--- config.mk ---
export PLATFORM = sky130hd
export DESIGN_NAME = ball_motion
export DESIGN_NICKNAME = d
export VERILOG_FILES = /design/src/rtl/ball_motion.sv
export SDC_FILE = /design/constraint.sdc
export NUM_CORES = 1
export LEC_CHECK = 0
export ABC_CLOCK_PERIOD_IN_PS = 5400
export CAP_MARGIN = 5
export CORE_MARGIN = 2
export CORE_UTILIZATION = 30
export DETAILED_ROUTE_END_ITERATION = 10
export PLACE_DENSITY = 0.56
export SYNTH_ARGS = -nofsm -noshare
export SYNTH_HDL_FRONTEND = slang
export SYNTH_SLANG_ARGS = --single-unit
export TNS_END_PERCENT = 5
--- constraint.sdc ---
create_clock -name i_clk -period 5.4 [get_ports i_clk]
set_input_delay 0.54 -clock i_clk [delete_from_list [all_inputs] [get_ports i_clk]]
set_output_delay 0.54 -clock i_clk [all_outputs]
set_load 0.03 [all_outputs]
--- src/rtl/ball_motion.sv ---
// Ball position/direction tracker with a tick divider and a serve/move/lost FSM.
// Walls bounce the ball; reaching the floor reports a miss and waits for a re-serve.
module ball_motion #(
  parameter int W      = 10,
  parameter int SW     = 3,
  parameter int DIV    = 1,
  parameter int X_MIN  = 0,
  parameter int X_MAX  = 631,
  parameter int Y_MIN  = 0,
  parameter int Y_MAX  = 471,
  parameter int X_INIT = 316,
  parameter int Y_INIT = 400
) (
  input  logic          i_clk,
  input  logic          i_reset,
  input  logic          i_enable,
  input  logic          i_launch,
  input  logic [SW-1:0] i_step_x,
  input  logic [SW-1:0] i_step_y,
  input  logic          i_flip_x,
  input  logic          i_flip_y,
  output logic [W-1:0]  o_x,
  output logic [W-1:0]  o_y,
  output logic          o_x_du,
  output logic          o_y_du,
  output logic          o_wall_hit,
  output logic          o_miss,
  output logic          o_moving
);
  localparam int CW = (DIV > 1) ? $clog2(DIV) : 1;
  localparam logic [CW-1:0] CNT_LAST = CW'(DIV - 1);
  localparam logic [W:0] XMIN_E = (W+1)'(X_MIN);
  localparam logic [W:0] XMAX_E = (W+1)'(X_MAX);
  localparam logic [W:0] YMIN_E = (W+1)'(Y_MIN);
  localparam logic [W:0] YMAX_E = (W+1)'(Y_MAX);

  typedef enum logic [1:0] {S_IDLE, S_MOVE, S_LOST} state_t;

  state_t         r_state, w_state_nxt;
  logic [W-1:0]   r_x, r_y, w_x_nxt, w_y_nxt;
  logic           r_x_du, r_y_du, w_x_du_nxt, w_y_du_nxt;
  logic           r_wall, r_miss, w_wall_nxt, w_miss_nxt;
  logic [CW-1:0]  r_cnt, w_cnt_nxt;

  // All position math is one bit wider so overflow/underflow are visible
  logic [W:0] w_sx, w_sy, w_xe, w_ye;
  logic [W:0] w_x_inc, w_x_dec, w_y_inc, w_y_dec;
  logic       w_xd, w_yd, w_tick;
  logic       w_x_hi, w_x_lo, w_y_top, w_y_floor;

  assign w_sx    = (W+1)'(i_step_x);
  assign w_sy    = (W+1)'(i_step_y);
  assign w_xe    = {1'b0, r_x};
  assign w_ye    = {1'b0, r_y};
  assign w_x_inc = w_xe + w_sx;
  assign w_x_dec = w_xe - w_sx;
  assign w_y_inc = w_ye + w_sy;
  assign w_y_dec = w_ye - w_sy;
  assign w_xd    = r_x_du ^ i_flip_x;
  assign w_yd    = r_y_du ^ i_flip_y;
  assign w_tick  = i_enable && (r_cnt == CNT_LAST);

  // Comparing against MIN+step avoids relying on the wrapped difference
  assign w_x_hi    =  w_xd && (w_x_inc > XMAX_E);
  assign w_x_lo    = !w_xd && (w_xe < XMIN_E + w_sx);
  assign w_y_floor =  w_yd && (w_y_inc >= YMAX_E);
  assign w_y_top   = !w_yd && (w_ye < YMIN_E + w_sy);

  always_comb begin
    w_state_nxt = r_state;
    w_x_nxt     = r_x;
    w_y_nxt     = r_y;
    w_x_du_nxt  = r_x_du;
    w_y_du_nxt  = r_y_du;
    w_cnt_nxt   = r_cnt;
    w_wall_nxt  = 1'b0;
    w_miss_nxt  = 1'b0;
    case (r_state)
      S_IDLE: begin
        w_cnt_nxt = '0;
        if (i_launch) w_state_nxt = S_MOVE;
      end
      S_LOST: begin
        w_cnt_nxt = '0;
        if (i_launch) begin
          w_x_nxt     = W'(X_INIT);
          w_y_nxt     = W'(Y_INIT);
          w_x_du_nxt  = 1'b1;
          w_y_du_nxt  = 1'b0;
          w_state_nxt = S_IDLE;
        end
      end
      S_MOVE: begin
        w_x_du_nxt = w_xd;
        w_y_du_nxt = w_yd;
        if (i_enable) w_cnt_nxt = w_tick ? '0 : CW'(r_cnt + 1'b1);
        if (w_tick) begin
          if (w_x_hi) begin
            w_x_nxt    = W'(X_MAX);
            w_x_du_nxt = 1'b0;
          end else if (w_x_lo) begin
            w_x_nxt    = W'(X_MIN);
            w_x_du_nxt = 1'b1;
          end else begin
            w_x_nxt = w_xd ? w_x_inc[W-1:0] : w_x_dec[W-1:0];
          end
          if (w_y_floor) begin
            w_y_nxt     = W'(Y_MAX);
            w_miss_nxt  = 1'b1;
            w_state_nxt = S_LOST;
          end else if (w_y_top) begin
            w_y_nxt    = W'(Y_MIN);
            w_y_du_nxt = 1'b1;
          end else begin
            w_y_nxt = w_yd ? w_y_inc[W-1:0] : w_y_dec[W-1:0];
          end
          w_wall_nxt = w_x_hi | w_x_lo | (w_y_top & ~w_y_floor);
        end
      end
      default: w_state_nxt = S_IDLE;
    endcase
  end

  always_ff @(posedge i_clk) begin
    if (i_reset) begin
      r_state <= S_IDLE;
      r_x     <= W'(X_INIT);
      r_y     <= W'(Y_INIT);
      r_x_du  <= 1'b1;
      r_y_du  <= 1'b0;
      r_cnt   <= '0;
      r_wall  <= 1'b0;
      r_miss  <= 1'b0;
    end else begin
      r_state <= w_state_nxt;
      r_x     <= w_x_nxt;
      r_y     <= w_y_nxt;
      r_x_du  <= w_x_du_nxt;
      r_y_du  <= w_y_du_nxt;
      r_cnt   <= w_cnt_nxt;
      r_wall  <= w_wall_nxt;
      r_miss  <= w_miss_nxt;
    end
  end

  assign o_x        = r_x;
  assign o_y        = r_y;
  assign o_x_du     = r_x_du;
  assign o_y_du     = r_y_du;
  assign o_wall_hit = r_wall;
  assign o_miss     = r_miss;
  assign o_moving   = (r_state == S_MOVE);
endmodule

# Word-level counts from Yosys, hierarchy flattened

Cells that the tools add are included.

Flip-flop bits (word level): 27
Input port bits: 12
Output and inout bits: 25
Logic and storage cells: 80

Reduce and logical (&&, ||, !) cells: 16
Bitwise gates (word level): 9
Multiplexer cells: 31
$add $sub $neg: 5
Equality and inequality tests: 7
$lt $le $gt $ge: 4

Operators with widths:

| operator               | number |
|---|---|
| $mux W10               | 10 |
| $pmux W10 S2           | 2 |
| $add A10 B3 Y11        | 2 |
| $lt A10 B3 Y1          | 2 |
| $sub A10 B3 Y10        | 2 |
| $ge A11 B9 Y1 const B  | 1 |
| $gt A11 B10 Y1 const B | 1 |
| $mux W1                | 11 |
| $mux W2                | 4 |
| $ne A2 B2 Y1 const B   | 3 |
| $pmux W1 S2            | 3 |
| $pmux W2 S3            | 1 |
| $logic_and A1 B1 Y1    | 5 |
| $ne A2 B1 Y1 const B   | 2 |
| $not A1 Y1             | 4 |
| $reduce_and A2 Y1      | 2 |
| $reduce_and A4 Y1      | 1 |
| $reduce_bool A2 Y1     | 2 |
| $reduce_and A3 Y1      | 1 |
| $reduce_or A3 Y1       | 1 |
| $eq A2 B1 Y1 const B   | 1 |
| $eq A2 B2 Y1 const B   | 1 |
| $logic_not A1 Y1       | 2 |
| $logic_not A2 Y1       | 1 |
| other kinds (5)        | 7 |

# Longest topological paths before layout

Gate-level depths: netlist of run 1.

Depth in word-level cells: 7
Gate-level depth with buffers: 11
Gate-level depth less buffers: 11

# Worst setup path before layout of run 1

Ideal clock, no wire load.

Path type: flip-flop to flip-flop
Start: register r_x[0] (netlist: o_x[0])
End: register r_x[7] (netlist: o_x[7])
Clock period less this slack: 2.765 ns
Arrival: 2.651 ns
Data required time: 5.286 ns
Setup slack: 2.635 ns
Cell stages (with the launch flop): 11
Cell sequence: dfxtp_1 ha_1 inv_1 fa_1 o21bai_4 xnor2_1 or4_1 o2111a_1 nor3_4 o21ai_0 a21o_1

Cells in the longest elaborated chain, start to end: 6
Elaborated cells on any way between the ends: 11

Ends and longest elaborated chain:

| what                                            | line    | text |
|---|---|---|
| from (decl)                                     | 40      | `logic [W-1:0] r_x, r_y, w_x_nxt, w_y_nxt;` |
| from (signal assigned)                          | 127     | `r_x <= W'(X_INIT);` |
| from (signal assigned)                          | 136     | `r_x <= w_x_nxt;` |
| $add A10 B3 Y11 (tied with other cells)         | 55      | `assign w_x_inc = w_xe + w_sx;` |
| $gt A11 B10 Y1 (tied with other cells)          | 64      | `assign w_x_hi = w_xd && (w_x_inc > XMAX_E);` |
| $logic_and A1 B1 Y1 or $mux W10 (tied branches) | 64, 101 |  |
| $mux W10 (*)                                    | 98      | `if (w_x_hi) begin` |
| $mux W10 (*)                                    | 97      | `if (w_tick) begin` |
| $pmux W10 S2 (*)                                | 78      | `case (r_state)` |

Every way passes the cells marked *; elsewhere a longest branch is shown, timed or not. The select of a mux whose other input is x is not followed.
A chain may end at the register's enable or synchronous reset.

# Final worst setup path of run 1

Start: input port i_step_y[0]
End: register r_y[5] (netlist: o_y[5])

Cells in the longest elaborated chain, start to end: 6
Elaborated cells on any way between the ends: 11

Ends and longest elaborated chain:

| what                                            | line    | text |
|---|---|---|
| from (decl)                                     | 19      | `input logic [SW-1:0] i_step_y,` |
| $add A10 B3 Y11 (tied with other cells)         | 57      | `assign w_y_inc = w_ye + w_sy;` |
| $ge A11 B9 Y1 (tied with other cells)           | 66      | `assign w_y_floor = w_yd && (w_y_inc >= YMAX_E);` |
| $logic_and A1 B1 Y1 or $mux W10 (tied branches) | 66, 111 |  |
| $mux W10 (*)                                    | 107     | `if (w_y_floor) begin` |
| $mux W10 (*)                                    | 97      |  |
| $pmux W10 S2 (*)                                | 78      |  |
| to (signal assigned)                            | 128     | `r_y <= W'(Y_INIT);` |
| to (signal assigned)                            | 137     | `r_y <= w_y_nxt;` |
| to (decl)                                       | 40      |  |

Marked as above.

==> results of run 1 <==
report_power, final:
group / internal [W] / switching [W] / leakage, nW / total, W
Clock: 0.0000529 / 0.0000650 / 0.0228 / 0.000118
Combinational: 0.0000648 / 0.0000903 / 0.755 / 0.000155
Sequential: 0.000206 / 0.0000131 / 0.219 / 0.000219
Total: 0.000324 / 0.000168 / 0.997 / 0.000492
kinds of logic (layout without fill, tap and decap cells):
group | Yosys count | in the layout | share of synthesized area
AO/OA/AOI/OAI | 92 | 92 | 0.297
XOR/XNOR | 10 | 10 | 0.0374
adder cells (fa/ha/maj) | 16 | 16 | 0.0982
buffers and inverters | 37 | 60 | 0.0710
flip-flops | 27 | 27 | 0.231
multiplexers | 3 | 3 | 0.0128
AND/OR/NAND/NOR | 115 | 115 | 0.253
tightest hold or removal path: stages (launching register included):
cell     delay [ns]
dfxtp_1        0.32
nand2_1        0.06
nor3_1         0.04
synth_stat cells (4+ instances only):
master	count
nor2_1	31
xnor2_1	8
buf_2	7
nand2_1	23
inv_1	19
a211oi_1	8
nand3_1	8
o21ai_0	13
ha_1	12
fa_1	4
or3_1	4
nand2b_1	4
nor2b_1	7
nor3_1	15
clkbuf_1	5
and3_1	4
dfxtp_1	27
a21oi_1	17
o22ai_1	5
a311oi_1	4
layer usage:
layer	share of wire	vias to the layer above	wire length, µm	GRT usage
met4	0.0053	0	33	0.0361
met1	0.46	1070	2840	0.196
met2	0.49	75	3030	0.255
met3	0.050	4	314	0.0146
met5	0	-	0	0
li1	-	1151	-	-
worst max-delay path by stage:
stage,start,endpoint,slack (ns),cells past startpoint
finish,i_step_y[0],o_y[5]$_SDFFE_PP0P_,2.09,11
global route,i_step_x[1],o_x[7]$_SDFFE_PP0P_,1.89,9
CTS,i_step_y[0],o_y[5]$_SDFFE_PP0P_,2.09,11
detailed placement,i_step_x[0],o_x[7]$_SDFFE_PP0P_,1.80,11
global placement,i_step_x[0],o_x[7]$_SDFFE_PP0P_,1.84,11
floorplan,o_x[0]$_SDFFE_PP0P_,o_x[7]$_SDFFE_PP0P_,2.64,10
placed cells by master (no fill, tap or decap), drive strengths merged, types with 3 or more instances in the layout:
cell type	Yosys	final
o21bai	4	4
a211oi	8	8
nor2b	7	7
nand3	8	8
ha	12	12
dfxtp	27	27
fa	4	4
a2111oi	3	3
xnor2	8	8
o22ai	5	5
mux2i	3	3
nor4	4	4
nand2b	4	4
a21oi	17	17
a211o	3	3
and3	4	4
or3	5	5
nor3b	4	4
a21o	3	3
o41ai	3	3
o21ai	14	14
clkdlybuf4s50	0	36
inv	19	19
nor2	32	32
clkbuf	5	4
a311oi	4	4
nor3	16	16
nand2	23	23
stage by stage:
step / hold WS, ns / utilization / area, µm² / total power [W]
floorplan: 0.419 / - / 2340 / 0.000332
global placement: 0.429 / 0.359 / 2740 / 0.000377
detailed placement: 0.435 / 0.359 / 2740 / 0.000378
CTS: 0.454 / 0.365 / 2790 / 0.000499
global route: 0.469 / 0.365 / 2790 / 0.000521
finish: 0.453 / 0.365 / 2790 / 0.000492
area by class of cell:
type | instances | share of cell area
Inverter | 19 | 0.0256
Clock buffer | 4 | 0.0162
Multi-Input combinational cell | 236 | 0.587
Timing Repair Buffer | 37 | 0.132
Tap cell | 102 | 0.0458
Sequential cell | 27 | 0.194
state kept, by name (all words and copies together) (netlist names):
register / count
o_y: 10
r_cnt: 1
o_miss: 1
o_wall_hit: 1
o_y_du: 1
o_x_du: 1
r_state: 2
o_x: 10
==> metrics.md, run 1 <==
| Metric | Value |
|---|---|
| Status | `completed` |
| FFs w/ async S/R, synth | `0` |
| Total GRT Usage | `0.147` |
| Max_slew headroom | `0.107` |
| Synth Register Bits | `27` |
| Share of cells above drive strength 1 | `0.0495` |
| PostCTS Resize Cnt | `0` |
| Sequential-to-total area share from yosys stat | `0.231` |
| EDFF count, synth | `0` |
| Multi-input gate area | `1640 µm²` |
| HP Class | `register to register` |
| Clock tree buffer depth | `2` |
| Worst path cell trace | `clkdlybuf4s50_1 > ha_1 > inv_1 > fa_1 > o21bai_2 > a211o_1 > o211ai_1 > a221o_1 > o21bai_2 > o41ai_1 > a31o_1` |
| Register area | `541 µm²` |
| Reg2reg setup slack | `2.47 ns` |
| Clock transition at path regs | `0.09 ns` |
| DP Wirelength | `4660 µm` |
| DR pass1 iterations | `4` |
| Post-route ant nets | `0` |
| CP startpoint kind | `primary input` |
| Dpl cells | `421` |
| Post-synth cell types | `66` |
| Most used cell, CP | `o21bai_2` |
| Final Hold Vio Count | `0` |
| Clock root cell | `clkbuf_8` |
| GPL Wtd Cong | `0.805` |
| Skew final | `0.00507 ns` |
| Cell Rows | `32` |
| WHS Path Cells | `2` |
| Mapped Area | `2340 µm²` |
| Final WS setup | `2.09 ns` |
| H-tree depth | `1` |
| Ports | `37` |
| DRT iter0 DRCs | `103` |
| Total leakage power | `0.997 nW` |
| Final Non-Filler Cells | `425` |
| First-pass GRT wire length | `10500 µm` |
| Share of the cycle needed by the critical path after routing | `0.613` |
| Vias | `2300` |
| CTS tree | `yes` |
| Fmax | `302 MHz` |
| Warnings, synthesis | `0` |
| Reg2reg start | `o_y[0]$_SDFFE_PP0P_` |
| Avg Cell Area, Syn | `7.81 µm²` |
| # DRC | `0` |
| R2r endpoint | `o_y[5]$_SDFFE_PP0P_` |
| Nets@finish | `352` |
| Critical path endpoint category | `register` |
| Setup TNS | `0 ns` |
| Hold_buf cts | `0` |
| Fillers | `810` |
| Initial Utilization | `0.306` |
| DP Worst Slack | `1.80 ns` |
| Min Clock Period, post-route | `3.31 ns` |
| Top delay family on crit path | `compound AO/OA/AOI/OAI gates` |
| Sink Count | `27` |
| Yosys top cell by area | `dfxtp_1` |
| Core Area | `7650 µm²` |
| Grt ovf | `0` |
| Vias per Instance | `5.41` |
| Fin. max-slew vios | `0` |
| Crit path buf inv count | `2` |
| Critical path required time | `5.57 ns` |
| Number of antenna violations at the first check in global routing | `0` |
| Reg2reg path depth | `10` |
| Drt total wl | `6220 µm` |
| Die ar. | `8530 µm²` |
| Main synth FF type | `dfxtp_1` |
| Number of global-route vias before repair | `2171` |
| Setup-failing EPs final | `0` |
| Critical path fanouts, max | `12` |
| Input/output buffers | `36` |
| Critical Path Max Stage Delay | `0.49 ns` |
| Hold Startpoint | `r_cnt$_SDFFE_PP0P_` |
| Least-Margin Pin Slew | `1.33 ns` |
| Area delta synth->final | `19.0%` |
| Inserted Clock Buffers | `3` |
| Worst skew pair latency | `0.27 ns` |
| Mean routed wirelength per cell | `14.6 µm` |
| Hold Crit Endpoint | `r_cnt$_SDFFE_PP0P_` |
| Max Cap Violations | `0` |
| Pwr dens | `176 nW/µm²` |
| Worst path slowest cell | `clkdlybuf4s50_1` |
| Synth area leaders | `dfxtp_1 23%, ha_1 6.4%, nor2_1 5.0%` |
| Die W | `92.4 µm` |
| Die height | `92.4 µm` |
| Syn nets | `328` |
| Top-area cell type share of the netlist area | `0.231` |
| Pin count of the biggest net entering global routing | `15` |
| Synth Instances | `300` |
| RSZ-0062 raised after global routing | `false` |
| CP arrival | `3.49 ns` |
| Setup repair bufs after CTS | `0` |
| Critical path type | `primary input to register` |
| Ant diodes | `0` |
| Worst vdd ir | `0.0875 mV` |
Power figures use the tool's default switching activity.
==> inputs of run 2 (changes only) <==
--- a/config.mk
+++ b/config.mk
@@ -5,12 +5,12 @@
 export SDC_FILE = /design/constraint.sdc
 export NUM_CORES = 1
 export LEC_CHECK = 0
-export ABC_CLOCK_PERIOD_IN_PS = 5400
+export ABC_CLOCK_PERIOD_IN_PS = 2710
 export CAP_MARGIN = 5
 export CORE_MARGIN = 2
 export CORE_UTILIZATION = 30
 export DETAILED_ROUTE_END_ITERATION = 10
-export PLACE_DENSITY = 0.56
+export PLACE_DENSITY = 0.57
 export SYNTH_ARGS = -nofsm -noshare
 export SYNTH_HDL_FRONTEND = slang
 export SYNTH_SLANG_ARGS = --single-unit
==> constraint.sdc (replaced) <==
create_clock -name i_clk -period 2.71 [get_ports i_clk]
set_input_delay 0.271 -clock i_clk [delete_from_list [all_inputs] [get_ports i_clk]]
set_output_delay 0.271 -clock i_clk [all_outputs]
set_load 0.03 [all_outputs]
==> run 2 against run 1 <==
  * Combinational power rose to 2.7 times the previous value
  * Register-to-register slack worse by 2.4 ns
  * Non-clock buffer count up 57
  * Sequential power up 96%
  * Sequential cell count unchanged
  * Sequential share of layout area down 3.0 points
  * Power up 120%
==> metrics.md, run 2 (same netlist as run 1, synthesis figures left out) <==
| Metric | Value |
|---|---|
| Nets@finish | `409 (+16%)` |
| Critical path endpoint category | `register` |
| Die height | `92.4 µm (unchanged)` |
| Max Cap Violations | `0 (unchanged)` |
| Multi-input gate area | `1750 µm² (+6.9%)` |
| Skew final | `0.00572 ns (+0.000657 ns)` |
| Die ar. | `8530 µm² (unchanged)` |
| # DRC | `0 (unchanged)` |
| Core Area | `7650 µm² (unchanged)` |
| Critical path type | `register to register` |
| Most used cell, CP | `o41ai_2` |
| Vias | `2548 (+11%)` |
| Vias per Instance | `5.29 (-2.3%)` |
| Clock root cell | `clkbuf_8` |
| DP Worst Slack | `-0.410 ns (-2.21 ns)` |
| Hold_buf cts | `0 (unchanged)` |
| Critical Path Max Stage Delay | `0.40 ns (-0.09 ns)` |
| DR pass1 iterations | `4 (unchanged)` |
| Number of antenna violations at the first check in global routing | `0 (unchanged)` |
| Status | `completed` |
| Hold Slack | `0.445 ns (-0.00839 ns)` |
| Die W | `92.4 µm (unchanged)` |
| Fmax | `377 MHz` |
| Number of global-route vias before repair | `2400 (+11%)` |
| Final Hold Vio Count | `0 (unchanged)` |
| Setup-failing EPs final | `0 (unchanged)` |
| Total leakage power | `1.31 nW (+32%)` |
| First-pass GRT wire length | `11300 µm (+7.6%)` |
| Fin. max-slew vios | `0 (unchanged)` |
| Ant diodes | `0 (unchanged)` |
| Area delta synth->final | `43.1%` |
| Mean routed wirelength per cell | `14.6 µm (-0.44%)` |
| Least-Margin Pin Slew | `1.20 ns (-0.126 ns)` |
| Initial Utilization | `0.306 (unchanged)` |
| CP arrival | `2.83 ns (-0.66 ns)` |
| Final WS setup | `0.0562 ns (-2.03 ns)` |
| Clock tree buffer depth | `2 (unchanged)` |
| Share of cells above drive strength 1 | `0.250 (+0.200)` |
| HP Class | `register to register` |
| Input/output buffers | `36 (unchanged)` |
| Max_slew headroom | `0.191 (+0.0845)` |
| Critical path required time | `2.88 ns (-2.69 ns)` |
| H-tree depth | `1 (unchanged)` |
| Post-route ant nets | `0 (unchanged)` |
| DP Wirelength | `5240 µm (+12%)` |
| Pwr dens | `320 nW/µm² (+82%)` |
| RSZ-0062 raised after global routing | `true` |
| Worst vdd ir | `0.181 mV (+110%)` |
| Min Clock Period, post-route | `2.65 ns` |
| Worst skew pair latency | `0.27 ns (about the same)` |
| GPL Wtd Cong | `0.912 (+13%)` |
| Sink Count | `27 (unchanged)` |
| Share of the cycle needed by the critical path after routing | `0.979` |
| CP startpoint kind | `register` |
| Total GRT Usage | `0.160 (+0.0128)` |
| Ports | `37 (unchanged)` |
| Grt ovf | `0 (unchanged)` |
| DRT iter0 DRCs | `104 (+0.97%)` |
| Worst path slowest cell | `fa_2` |
| CTS tree | `yes` |
| Inserted Clock Buffers | `3 (unchanged)` |
| Clock transition at path regs | `0.10 ns (about the same)` |
| Critical path fanouts, max | `6 (-6)` |
| Worst path cell trace | `ha_4 > inv_2 > fa_2 > xnor2_2 > o41ai_2 > mux2i_1 > a221o_1 > o21bai_2 > buf_6 > o41ai_2 > a31o_1` |
| Setup TNS | `0 ns (unchanged)` |
| Pin count of the biggest net entering global routing | `15 (unchanged)` |
| Register area | `548 µm² (+1.4%)` |
| Drt total wl | `7020 µm (+13%)` |
| Most frequent cells in the layout | `55 x buf_4, 34 x clkdlybuf4s50_1, 31 x nor2_1` |
| Cell Rows | `32 (unchanged)` |
| Commonest non-fill, non-tap cell in the layout | `buf_4` |
| Fillers | `785 (-3.1%)` |
## run 2: cell count changes in the layout (fill, tap and decap cells not counted), sizes merged
cell,delta
clkdlybuf4s50,-2
buf,+57
dlymetal6s2s,+2
## run 2: final timing paths
kind / startpoint / to / slack, ns / cells past startpoint
max: o_y[0]$_SDFFE_PP0P_ / o_y[5]$_SDFFE_PP0P_ / 0.06 / 11
min: r_cnt$_SDFFE_PP0P_ / r_cnt$_SDFFE_PP0P_ / 0.45 / 2
max reg2reg: o_y[0]$_SDFFE_PP0P_ / o_y[5]$_SDFFE_PP0P_ / 0.06 / 11
min reg2reg: r_cnt$_SDFFE_PP0P_ / r_cnt$_SDFFE_PP0P_ / 0.45 / 2
## run 2: area by class of cell
cell class | count | area share
multi-input combinational | 236 | 0.522
clock buffer | 4 | 0.0134
inverter | 19 | 0.0213
sequential | 27 | 0.163
tap | 102 | 0.0381
timing repair buffer | 94 | 0.242
## run 2: power by group
part | total [W] | switching [W] | internal, W
Clock | 0.000232 | 0.000127 | 0.000105
Combinational | 0.000412 | 0.000217 | 0.000195
Sequential | 0.000429 | 0.0000189 | 0.000410
## run 2: worst max-delay path, delay by kind of cell (launching register included)
kind	cells	cell delay [ns]
buffers and inverters	2	0.20
multiplexers	1	0.12
adder cells (fa/ha/maj)	2	0.54
AO/OA/AOI/OAI	5	1.15
flip-flops	1	0.38
XOR/XNOR	1	0.17
## run 2: through the flow
stage | area [µm²] | power, W | util | cells
4_1_cts | 3230 | 0.00107 | 0.423 | 479
3_5_place_dp | 3150 | 0.000823 | 0.412 | 475
3_3_place_gp | 3150 | 0.000819 | 0.412 | 475
5_1_grt | 3350 | 0.00114 | 0.438 | 482
2_1_floorplan | 2350 | 0.000662 | - | 300
6_report | 3350 | 0.00107 | 0.438 | 482
## run 2: what timing repair did
item / in CTS / in global routing
endpoints found under the hold margin: 0 / 0
resized for setup: 7 / 26
endpoints found under the setup margin: 11 / 14
pin swaps: 2 / 14
setup buffers: 0 / 3
## run 2: per-layer routing
layer / track usage / routed length (µm)
met1: 0.207 / 3270
met4: 0.0373 / 70
met2: 0.288 / 3530
met3: 0.0138 / 146
met5: 0 / 0
